**config.mk**
```make
export PLATFORM = sky130hd
export DESIGN_NAME = reg_pipe
export DESIGN_NICKNAME = d
export VERILOG_FILES = /design/src/rtl/reg_pipe.sv
export SDC_FILE = /design/constraint.sdc
export NUM_CORES = 1
export LEC_CHECK = 0
export CAP_MARGIN = 20
export CORE_ASPECT_RATIO = 0.6
export CORE_MARGIN = 2
export CORE_UTILIZATION = 50
export DETAILED_ROUTE_END_ITERATION = 16
export PLACE_DENSITY = 0.78
export SLEW_MARGIN = 20
export SYNTH_ARGS = -nofsm -noshare
export SYNTH_HDL_FRONTEND = slang
export SYNTH_SLANG_ARGS = --single-unit
```
**constraint.sdc**
```tcl
create_clock -name clk -period 2.1 [get_ports clk]
set_input_delay 0.21 -clock clk [delete_from_list [all_inputs] [get_ports clk]]
set_output_delay 0.21 -clock clk [all_outputs]
set_load 0.02 [all_outputs]
```
**src/rtl/reg_pipe.sv**
```systemverilog
// reg_pipe: parametrised valid/ready register pipeline. It has a programmable reset value,
// bubble collapse under backpressure, a synchronous flush and a registered occupancy count.
module reg_pipe #(
  parameter int unsigned      WIDTH     = 8,
  parameter int unsigned      DEPTH     = 3,
  parameter logic [WIDTH-1:0] RESET_VAL = '0,
  localparam int unsigned     OCC_W     = $clog2(DEPTH + 1)
) (
  input  logic             clk,
  input  logic             reset,
  input  logic             flush,
  input  logic             in_valid,
  output logic             in_ready,
  input  logic [WIDTH-1:0] in_data,
  output logic             out_valid,
  input  logic             out_ready,
  output logic [WIDTH-1:0] out_data,
  output logic [OCC_W-1:0] occupancy
);

  logic [DEPTH-1:0] v_q;
  logic [DEPTH-1:0] v_d;
  logic [WIDTH-1:0] d_q [DEPTH];
  logic [WIDTH-1:0] d_d [DEPTH];
  logic [OCC_W-1:0] occ_q;
  logic [OCC_W-1:0] occ_d;
  logic [DEPTH-1:0] rdy_s;
  logic             tail_full_s;
  logic             in_hs_s;
  logic             out_hs_s;

  // Stage ready: a stage can take a word unless it and every stage after it are full and the sink stalls.
  always_comb begin
    tail_full_s = 1'b1;
    rdy_s       = '0;
    for (int i = DEPTH - 1; i >= 0; i--) begin
      tail_full_s = tail_full_s & v_q[i];
      rdy_s[i]    = out_ready | ~tail_full_s;
    end
  end

  assign in_ready = rdy_s[0] & ~flush;
  assign in_hs_s  = in_valid & in_ready;
  assign out_hs_s = v_q[DEPTH-1] & out_ready;

  // Next-state for stage valids and data; data only moves with a valid word.
  always_comb begin
    v_d = v_q;
    d_d = d_q;
    if (flush) begin
      v_d = '0;
    end else begin
      if (rdy_s[0]) begin
        v_d[0] = in_valid;
        if (in_valid) begin
          d_d[0] = in_data;
        end else begin
          d_d[0] = d_q[0];
        end
      end else begin
        v_d[0] = v_q[0];
      end
      for (int i = 1; i < DEPTH; i++) begin
        if (rdy_s[i]) begin
          v_d[i] = v_q[i-1];
          if (v_q[i-1]) begin
            d_d[i] = d_q[i-1];
          end else begin
            d_d[i] = d_q[i];
          end
        end else begin
          v_d[i] = v_q[i];
        end
      end
    end
  end

  // Next-state for the occupancy counter from the two handshakes.
  always_comb begin
    occ_d = occ_q;
    if (flush) begin
      occ_d = '0;
    end else begin
      case ({in_hs_s, out_hs_s})
        2'b10:   occ_d = occ_q + OCC_W'(1);
        2'b01:   occ_d = occ_q - OCC_W'(1);
        default: occ_d = occ_q;
      endcase
    end
  end

  // State registers; reset discards every word in flight.
  always_ff @(posedge clk or negedge reset) begin
    if (!reset) begin
      v_q   <= '0;
      occ_q <= '0;
      for (int i = 0; i < DEPTH; i++) begin
        d_q[i] <= RESET_VAL;
      end
    end else begin
      v_q   <= v_d;
      occ_q <= occ_d;
      d_q   <= d_d;
    end
  end

  assign out_valid = v_q[DEPTH-1];
  assign out_data  = d_q[DEPTH-1];
  assign occupancy = occ_q;

endmodule

```
Yosys cells after proc, flatten, opt, wreduce, memory -nomap -nowiden --
Index checks and enable logic that the tools add are counted.
Cells by class: add/sub/neg operators 2, equal/unequal tests 2, multiplexer cells 6, bitwise gates (word level) 12, reductions and logical operators 7
Operator list (count):
- AND reduction 3 bit | 3
- nonzero test 2 bit | 3
- bitwise AND 1 bit | 5
- inverter 1 bit | 4
- one-hot mux 2 bit (2 select lines) | 1
- 2-to-1 mux 1 bit | 3
- 2-to-1 mux 3 bit | 1
- bitwise OR 1 bit | 3
- nonzero test 3 bit | 1
- adder 2 x 1 -> 2 bit, second input constant | 1
- == test 2 x 1 -> 1 bit, second input constant | 1
- == test 2 bit, second input constant | 1
- 2-to-1 mux 2 bit | 1
- subtractor 2 x 1 -> 2 bit, second input constant | 1
Word-level totals: bits in registers 29, input bits 13, output and inout port bits 12, logic and storage cells 36

Longest topological paths before layout --
Gate-level depths: netlist (run 1).
depth after elaboration 9, mapped depth 5, mapped depth without buffers 4

Least setup slack after synthesis (run 1) --
No wires, ideal clock.
path kind reg2reg, from register v_q[2], to register d_q[16] in the netlist's numbering, setup time 0.125 ns, data arrival time 1.488 ns, required time 1.975 ns, slack 0.487 ns, cell stages (with the launch flop) 5, buffers on the path 1, period minus slack after synthesis 1.613 ns, cell sequence dfrtp_1 -> and4b_4 -> or3b_1 -> buf_6 -> mux2_4
Between the ends: word-level cells in the longest chain between the ends 5
Ends and longest elaborated chain:
- from (decl) | RTL line 21 | logic [DEPTH-1:0] v_q;
- from (signal assigned) | RTL line 101 | v_q <= v_d;
- bitwise AND 1 bit (2 in a row) | RTL line 37 | tail_full_s = tail_full_s & v_q[i];
- inverter 1 bit | RTL line 38 | rdy_s[i] = out_ready | ~tail_full_s;
- bitwise OR 1 bit | RTL line 38
- AND reduction 3 bit (no line)
- to (signal, indexed assignment) | RTL line 98 | d_q[i] <= RESET_VAL;
- to (signal assigned) | RTL line 103 | d_q <= d_d;
- to (decl) | RTL line 23 | logic [WIDTH-1:0] d_q [DEPTH];
No other way between the ends. A chain may end at the register's enable or synchronous reset.

Worst setup path after layout (run 1) --
from input flush, to output in_ready
Between the ends: word-level cells in the longest chain between the ends 2
Ends and longest elaborated chain:
- from (decl) | RTL line 11 | input logic flush,
- inverter 1 bit (no line)
- bitwise AND 1 bit | RTL line 42 | assign in_ready = rdy_s[0] & ~flush;
- to (decl) | RTL line 13 | output logic in_ready,
No other way between the ends.

==> results.yml, run 1 <==
cts:
  cts-root-buf: "clkbuf_8"
  cts.repair.resized: 0
  post_cts_buffers: 0
  worstSkewPairLatency_ns: 0.28
  numCtsBuffers: 5
  hold_buffers: 0
  cts_tree: "built"
  cts_buffer_depth: 2
  h-tree-depth: 2
  clk_pin_slew_ns: 0.06
  cts.sinks: 29
synth:
  syn_area_um2: 1260
  yosysTopAreaCell: "dfrtp_1"
  synth_ff_type: "dfrtp_1"
  synth.area.top_cells: "dfrtp_1 58%, mux2_2 14%, mux2_4 9.6%"
  synth_edf_count: 0
  syn_nets: 100
  yosysMostFrequentCell: "dfrtp_1"
  yosys_warnings: 0
  syn-mean-instance-area_um2: 14.5
  synth_common_cells: "29 x dfrtp_1, 16 x mux2_2, 9 x buf_4"
  ys_seq_elements: 29
  netlist.area_leader.share_pct: 57.7
  ys_types: 18
  synth_cells: 87
  async_flop_share_pct: 100
  ys_seq_area_share_pct: 57.7
worst_setup_path:
  critical_path.cell_chain: "clkdlybuf4s50_1 -> buf_4 -> nor2_1 -> clkdlybuf4s50_1"
  crit_path_top_delay_cell: "clkdlybuf4s50_1"
  arrival_ns: 1.68
  cp_top_family: "buffers and inverters"
  required_ns: 1.89
  crit_fanout: 6
  crit_buf_inv: 3
  critPathKind: "in -> out"
  crit_path_frequent_cell: "clkdlybuf4s50_1"
  cp-end-kind: "primary output"
  slowest_delay_ns: 0.61
  start_kind: "input port"
placed_design:
  place_area_um2: 1480
  hpwl_um: 1480
  place_congestion: 0.825
  port-buffer-count: 24
power_and_ir_drop:
  total_power_uw: 1660
  vdd_ir_drop_max_mv: 0.549
  p_per_area_nw_per_um2: 1060
  p_leak_uw: 0.000697
route:
  vias: 702
  wire_per_inst_um: 14.4
  first_iter_violations: 30
  vias_per_cell: 4.91
  postRouteAntennaNets: 0
  wirelength_um: 2060
  dr.pass1.iters: 3
  drc: 0
timing:
  final_hold_viol_count: 0
  rsz0062_at_grt: "no"
  tightest_slew_ns: 0.572
  setup_violations: 0
  fin_tns_setup_ns: 0
  fin_skew_ns: 0.00634
  worst_slew_margin_rel_pct: 61.8
  finalMaxSlewViolations: 0
  fmax_mhz: 530
  period_needed_ns: 1.89
  finalCritPeriodShare_pct: 89.8
cells_and_area:
  stdcell_area_um2: 1570
  syn2layout_area_growth_pct: 24.7
  n_antenna_cell: 0
  nNetsFinal: 124
  drive_gt1_share_pct: 32.4
floorplanning:
  die_w_um: 68.7
  placeableCoreArea_um2: 2450
  io-pin-count: 25
  die_y_um: 42.8
  fp-row-count: 14
  start_util_pct: 51.3
  design.die.area_um2: 2950
run:
  cap_viol_max_count: 0
hold_path:
  hp-class: "in -> async"
grt:
  grt_pass1_vias: 723
  antenna_found_initial: 0
  grt_overflow_total: 0
  grt_pass1_wl_um: 3460
  grt_max_degree: 30
  grt.total_usage_pct: 17.2
status:
  status: "finished, final reports clean"
worst reg2reg max path: stages (launching register included):
cell     delay (ns)
dfrtp_1        0.43
and4b_4        0.24
or3b_1         0.61
mux2_4         0.39
per-layer routing:
metal	track usage [%]	part of all wire (%)
met1	23.2	49
met2	23.5	44
met3	7.96	5.6
met4	8.24	1.6
met5	0	0
power breakdown:
part / internal (uW) / leakage [uW] / switching, uW
clock network: 259 / 0.0000443 / 192
logic: 263 / 0.000298 / 181
registers: 697 / 0.000354 / 71.0
total: 1220 / 0.000697 / 443
worst paths after layout:
kind	startpoint	to	slack (ns)	depth (start not counted)
worst min-delay path	reset	d_q[10]	0.31	2
worst min register to register	d_q[11]	out_data[3]	0.49	1
max in group asynchronous	reset	d_q[19]	1.52	2
min in group clk	d_q[11]	out_data[3]	0.49	1
worst max-delay path	flush	in_ready	0.21	4
worst max register to register	v_q[1]	d_q[16]	0.31	3
sequential cells by signal, indices dropped and copies added (netlist names):
| signal | count |
|---|---|
| d_q | 16 |
| v_q | 3 |
| occupancy | 2 |
| out_data | 8 |
through the flow:
step / instances / hold slack, ns / setup WS (ns) / utilization, %
2_1_floorplan: 87 / -0.0856 / 0.487 / -
3_3_place_gp: 136 / 0.484 / 0.0816 / 60.4
3_5_place_dp: 136 / 0.495 / 0.0332 / 60.4
4_1_cts: 143 / 0.321 / 0.218 / 63.9
5_1_grt: 143 / 0.363 / 0.152 / 63.9
6_report: 143 / 0.314 / 0.213 / 63.9
kinds of logic (layout without fill, tap and decap cells):
group / count (synthesis) / count (layout) / synth area share, %
AO/OA/AOI/OAI: 4 / 4 / 2.09
XOR/XNOR: 2 / 2 / 1.39
buffers and inverters: 10 / 34 / 6.27
flip-flops: 29 / 29 / 57.7
multiplexers: 24 / 24 / 23.9
AND/OR/NAND/NOR: 18 / 18 / 8.66
layout by cell type (no fill, tap or decap):
master and instances:
nor3b_4 1, and4b_4 1, mux2_4 8, clkbuf_8 6, nand2_1 3, clkdlybuf4s50_1 24
and2b_1 1, nor2_1 7, or3b_1 1, xor2_1 1, a21o_2 1, dfrtp_1 29
xnor2_1 1, buf_4 3, nand3b_1 1, o21a_1 1, a21oi_1 2, nor3_1 3
clkbuf_1 1, mux2_2 16
area by class of cell:
cell class	instances	area, um2
tap	32	40.0
clock buffer	7	86.3
timing repair buffer	27	263
sequential	29	726
multi-input combinational	48	453
fill	192	885
Note: power is estimated with default switching activity, not from simulation.
==> run 2: changes to the inputs <==
CORE_UTILIZATION = 35   (was 50)
PLACE_DENSITY = default   (was 0.78)
==> results.yml, run 2 (synthesis gave the netlist of run 1 again) <==
worst_setup_path:
  arrival_ns: 1.65
  r2r-start: "v_q[1]"
  reg2reg_depth: 3
  crit_start: "v_q[1]"
  required_ns: 1.89
  start_kind: "flop"
  cp-end-kind: "primary output"
  r2r_end: "d_q[18]"
  crit_fanout: 6
  r2r_slack_ns: 0.32
  critPathKind: "reg -> out"
placed_design:
  place_area_um2: 1510
  placedCellCount: 150
  port-buffer-count: 24
  hpwl_um: 1460
  place_congestion: 0.689
floorplanning:
  die_y_um: 50.4
  start_util_pct: 37.6
  design.die.area_um2: 4100
  io-pin-count: 25
  die_w_um: 81.4
  fp-row-count: 16
  placeableCoreArea_um2: 3340
timing:
  rsz0062_at_grt: "no"
  finalCritPeriodShare_pct: 88.8
  final_hold_viol_count: 0
  period_needed_ns: 1.86
  tightest_slew_ns: 0.563
  fmax_mhz: 536
  fin_tns_setup_ns: 0
  worst_slew_margin_rel_pct: 62.5
  finalMaxSlewViolations: 0
  fin_skew_ns: 0.00143
  setup_violations: 0
cells_and_area:
  top_register: "d_q"
  multi_input_area_um2: 453
  largest_reg_flops: 16
  nNetsFinal: 125
  syn2layout_area_growth_pct: 26.3
  fin_util_pct: 47.5
  n_antenna_cell: 0
  mostFrequentLayoutCell: "dfrtp_1"
  drive_gt1_share_pct: 33.6
  nFillCells: 291
  stdcell_area_um2: 1590
  seqCellArea_um2: 726
  instances_no_fill: 158
  most-common-layout-cells: "29 x dfrtp_1, 24 x clkdlybuf4s50_1, 16 x mux2_2"
route:
  wirelength_um: 2140
  first_iter_violations: 8
  dr.pass1.iters: 3
  drc: 0
  wire_per_inst_um: 13.5
  vias: 697
  vias_per_cell: 4.41
  postRouteAntennaNets: 0
grt:
  grt.total_usage_pct: 12.6
  grt_pass1_vias: 736
  grt_util_met2_pct: 16.1
  grt_use_met1_pct: 18.0
  grt_overflow_total: 0
  grtUsageMet3_pct: 7.01
  antenna_found_initial: 0
  grt_max_degree: 30
  grt_pass1_wl_um: 3660
  top_usage_layer: "met1"
power_and_ir_drop:
  p_comb_share_pct: 27.0
  p_seq_share_pct: 46.6
  switchingPower_uw: 456
  p_per_area_nw_per_um2: 1040
  swShare_pct: 27.7
  power_frac_clock_pct: 26.5
  intPower_uw: 1190
  p_leak_uw: 0.000701
  vdd_ir_drop_max_mv: 0.499
cts:
  h-tree-depth: 2
  cts.sinks: 29
  cts_buffer_depth: 2
  numCtsBuffers: 5
  cts_tree: "built"
  cts-root-buf: "clkbuf_8"
  clk_pin_slew_ns: 0.06
  cts.repair.resized: 0
  worstSkewPairLatency_ns: 0.27
  hold_buffers: 0
  post_cts_buffers: 0
hold_path:
  hp-class: "in -> async"
status:
  status: "finished, final reports clean"
run:
  cap_viol_max_count: 0
-- run 2: metrics by stage --
| step | power (uW) | hold WS, ns | worst slack [ns] |
|---|---|---|---|
| 6_report | 1650 | 0.322 | 0.235 |
| 3_3_place_gp | 1210 | 0.485 | 0.0690 |
| 3_5_place_dp | 1230 | 0.487 | 0.0174 |
| 5_1_grt | 1750 | 0.354 | 0.129 |
| 2_1_floorplan | 1110 | -0.0856 | 0.487 |
| 4_1_cts | 1680 | 0.328 | 0.217 |
-- run 2: worst max path at each step --
stage / endpoint / slack, ns / cells past startpoint
final: in_ready / 0.24 / 3
after global routing: in_ready / 0.13 / 3
after CTS: in_ready / 0.22 / 3
after detailed placement: d_q[16] / 0.02 / 4
after global placement: d_q[21] / 0.07 / 4
after floorplan: d_q[16] / 0.49 / 4
-- run 2: critical path: stages (launching register included) --
cell	delay, ns
dfrtp_1	0.43
and4b_4	0.24
nor2_1	0.09
clkdlybuf4s50_1	0.62
-- run 2: power groups by stage --
stage / registers (uW) / clock network (uW) / logic (uW)
2_1_floorplan: 760 / 0 / 346
3_3_place_gp: 771 / 0 / 443
3_5_place_dp: 778 / 0 / 448
4_1_cts: 768 / 456 / 451
5_1_grt: 787 / 482 / 477
6_report: 766 / 435 / 444
-- run 2: layout make-up --
| type | instances | area share, % |
|---|---|---|
| Multi-Input combinational cell | 48 | 28.5 |
| Clock buffer | 6 | 4.57 |
| Tap cell | 45 | 3.55 |
| Sequential cell | 29 | 45.7 |
| Timing Repair Buffer | 28 | 17.0 |
| Clock inverter | 2 | 0.630 |
-- run 2: metal layers --
layer  vias up  routed length, um
li1        339                  -
met1       339               1150
met2        19                851
met3         0                135
met4         0                  0
met5         -                  0
==> run 3: changes to the inputs <==
CTS_CLUSTER_DIAMETER = 80   (was default)
clock period = 1.71 ns   (was 2.1 ns; I/O delays follow)
==> results.yml, run 3 (synthesis gave the netlist of run 1 again) <==
route:
  vias: 751
  postRouteAntennaNets: 0
  drc: 0
  dr.pass1.iters: 4
  first_iter_violations: 10
  wire_per_inst_um: 12.9
  vias_per_cell: 4.50
  wirelength_um: 2160
power_and_ir_drop:
  vdd_ir_drop_max_mv: 0.746
  p_per_area_nw_per_um2: 1230
  p_leak_uw: 0.000754
floorplanning:
  die_y_um: 50.4
  placeableCoreArea_um2: 3340
  start_util_pct: 37.6
  io-pin-count: 25
  die_w_um: 81.4
  fp-row-count: 16
  design.die.area_um2: 4100
cts:
  cts_buffer_depth: 2
  cts.sinks: 29
  post_cts_buffers: 0
  clk_pin_slew_ns: 0.06
  cts_tree: "built"
  cts-root-buf: "clkbuf_8"
  worstSkewPairLatency_ns: 0.27
  numCtsBuffers: 5
  cts.repair.resized: 1
  hold_buffers: 0
  h-tree-depth: 2
worst_setup_path:
  critPathKind: "reg -> reg"
  cp-end-kind: "flop"
  crit_fanout: 4
  arrival_ns: 1.74
  reg2reg_depth: 4
  r2r_end: "d_q[23]"
  start_kind: "flop"
  required_ns: 1.86
  crit_start: "v_q[0]"
  r2r_slack_ns: 0.12
  r2r-start: "v_q[0]"
cells_and_area:
  nNetsFinal: 135
  largest_reg_flops: 16
  most-common-layout-cells: "29 x dfrtp_1, 23 x clkdlybuf4s50_1, 16 x mux2_2"
  mostFrequentLayoutCell: "dfrtp_1"
  syn2layout_area_growth_pct: 33.4
  instances_no_fill: 167
  nFillCells: 303
  drive_gt1_share_pct: 38.5
  top_register: "d_q"
  n_antenna_cell: 0
  multi_input_area_um2: 453
  seqCellArea_um2: 726
grt:
  grt_max_degree: 30
  grt_pass1_vias: 785
  antenna_found_initial: 0
  grt.total_usage_pct: 12.5
  grt_overflow_total: 0
  grt_pass1_wl_um: 3710
timing:
  fin_tns_setup_ns: 0
  setup_violations: 0
  worst_slew_margin_rel_pct: 76.4
  finalMaxSlewViolations: 0
  final_hold_viol_count: 0
  rsz0062_at_grt: "no"
  period_needed_ns: 1.59
  fin_skew_ns: 0.00366
  tightest_slew_ns: 0.354
  fmax_mhz: 630
  finalCritPeriodShare_pct: 92.9
run:
  cap_viol_max_count: 0
placed_design:
  placedCellCount: 160
  port-buffer-count: 24
  place_congestion: 0.800
  hpwl_um: 1560
status:
  status: "finished, final reports clean"
hold_path:
  hp-class: "in -> async"
## run 3: worst max-delay path, stage by stage (launching register included)
cell and delay, ns:
dfrtp_1 0.42, and4b_4 0.21, or3b_1 0.37, buf_4 0.18, mux2_4 0.29
## run 3: power breakdown
group          internal, uW  total [uW]  switching (uW)  leakage (uW)
Clock                   318         550             232     0.0000443
Combinational           337         564             227      0.000356
Sequential              856         942            85.9      0.000354
## run 3: worst max-delay path by stage
stage	to	slack, ns	depth (start not counted)
after floorplan	d_q[16]	0.1	4
after global placement	d_q[20]	-0.10	5
after detailed placement	d_q[16]	-0.13	5
after CTS	d_q[23]	0.13	4
after global routing	out_data[5]	0.09	5
final	d_q[23]	0.12	4
## run 3: per-stage QoR
step | hold WS (ns) | util [%] | cell area, um2 | setup WS, ns | power, uW
CTS | 0.294 | 50.2 | 1680 | 0.125 | 2090
global placement | 0.481 | 47.6 | 1590 | -0.104 | 1510
finish | 0.279 | 50.2 | 1680 | 0.122 | 2060
global route | 0.314 | 50.2 | 1680 | 0.0891 | 2180
floorplan | -0.125 | - | 1260 | 0.0966 | 1360
detailed placement | 0.491 | 47.6 | 1590 | -0.128 | 1530
## run 3: area by class of cell
| class | instances | area share (%) |
|---|---|---|
| clock buffers | 7 | 5.15 |
| flip-flops and latches | 29 | 43.3 |
| multi-input cells | 48 | 27.0 |
| repair buffers | 38 | 21.3 |
| well taps | 45 | 3.36 |
## run 3: metal layers
metal,up-vias,global-route usage [%],share of wire (%)
met1,364,17.6,51
met5,-,0,0
li1,363,-,-
met3,3,4.86,5.3
met2,21,17.2,43
met4,0,5.08,0.97
==> RTL edit: new RTL, settings of run 3 <==
The parameter `WIDTH` goes from 8 to 10.
--- a/src/rtl/reg_pipe.sv
+++ b/src/rtl/reg_pipe.sv
@@ -2,5 +2,5 @@
 // bubble collapse under backpressure, a synchronous flush and a registered occupancy count.
 module reg_pipe #(
-  parameter int unsigned      WIDTH     = 8,
+  parameter int unsigned      WIDTH     = 10,
   parameter int unsigned      DEPTH     = 3,
   parameter logic [WIDTH-1:0] RESET_VAL = '0,
Ports: changed (resized in_data and out_data); port bits go from 25 to 29. No check against the original RTL was run, so the function may have changed too.
==> RTL edit against run 3 <==
  * Sequential share of layout area is 3.0 points higher
  * Power is 23% higher
  * Sequential cell count is 6 higher
  * Final cell count is 16% higher
  * Sequential power is 21% higher
  * Setup slack worse by 0.011 ns
  * Wire length is 16% higher
  * Worst hold slack better by 0.21 ns
  * Synthesized area is 17% higher
  * Design area is 13% higher
  * Clock skew hardly changed
  * Via count is 11% higher
==> RTL edit: results (changes against run 3) <==
For the weighted congestion reported at the end of routability-driven placement, the log shows 0.670 (-16%). The met3 routed wirelength is 156 µm (+36%). The run gives 29.6% (+2.9 points) as the clock network fraction of design power. The count of multi-input combinational gates is 54 (+13%), and the number of DRC markers after the initial detailed-route iteration is 39 (+29). The logs give 0.00386 ns (+0.000201 ns) for the setup skew after layout and 0.819 nW (+8.7%) for the standby leakage power. For the area taken by flip-flops and latches, the log shows 876 µm² (+21%). Worst slew margin relative to its limit: 49.3% (-27 points). The number of distinct library cell variants in the gate-level netlist after synthesis is 20 (+2), and the highest net fanout along the worst path is 11 (+7). The data arrival time of the critical path is 1.77 ns (+0.03 ns), and the length of the first detailed-routing pass in iterations is 2 (-2).

The global routing usage summed across all routing layers was 12.4% (-0.088 points). The wire length the detailed router placed on met1 is 1.29 mm (+18%). The post-detailed-route via-to-cell ratio is 4.31 (-4.1%), and the global-route met3 utilization is 6.94% (+2.1 points).

The routed wire length is 2.49 mm (+16%), and the largest vdd supply drop is 0.712 mV (-4.6%). In this run the critical register-to-register path is captured at d_q[28]$_DFFE_PN0P_. The run finished with clean final reports. For the pre-CTS setup slack, the log shows -0.179 ns (-0.0508 ns). In the post-synthesis netlist, the biggest area contributors are dfrtp_1 (59%), mux2_2 (22%), buf_4 (5.1%). In the synthesized netlist, the cells that appear most often are dfrtp_1 (35), mux2_2 (29), buf_4 (10).

The share of final layout cell area taken by non-clock buffers works out to 17.8% (-3.5 points). The logic depth of the worst register-to-register path works out to 3 (-1). The slowest stage of the critical path is the or3b_4 cell. The combinational group share of total power is 25.5% (-1.9 points).

For the layout clock buffer count, the log shows 6 (-1). The run gives 1.80 mm (+16%) as the half-perimeter wire length after detailed placement. The largest incremental delay on the critical path works out to 0.47 ns (+0.05 ns).

The tools report the internal power component as 1.89 mW (+25%). The fraction of met1 tracks used by global routing is 17.8% (+0.22 points). The total number of nets in the final design was 147 (+8.9%). The clock tree cell share of total cell area came out at 6.21% (+1.1 points). The most critical setup path has its startpoint at v_q[1]$_DFFE_PN0P_. The total design power came out at 2.54 mW (+23%). The met2 track demand over resource in global routing came out at 15.7% (-1.6 points).

The run gives 625 MHz (-0.70%) as the achievable frequency.
==> RTL edit: cell count changes after synthesis <==
cell / run 3 / this run
mux2_2: 16 / 29
mux2_4: 8 / 1
dfrtp_1: 29 / 35
and2b_1: 1 / 0
and2b_2: 0 / 1
buf_2: 0 / 1
buf_4: 9 / 10
buf_6: 1 / 2
clkbuf_4: 0 / 1
nor3b_4: 1 / 0
or3b_4: 0 / 1
==> RTL edit: timing repair <==
item | 4_1_cts | 5_1_grt
endpoints found under the setup margin | 1 | 0
resized for setup | 1 | 0
hold buffers | 1 | 0
endpoints found under the hold margin | 35 | 0
==> RTL edit: logic make-up (layout without fill, tap and decap cells) <==
kind of cell / Yosys count / in the layout / synth area share, %
compound gates: 4 / 4 / 1.78
buf+inv: 14 / 44 / 7.47
mux: 30 / 30 / 23.2
simple gates: 18 / 18 / 6.96
xor+xnor: 2 / 2 / 1.19
flops: 35 / 35 / 59.4
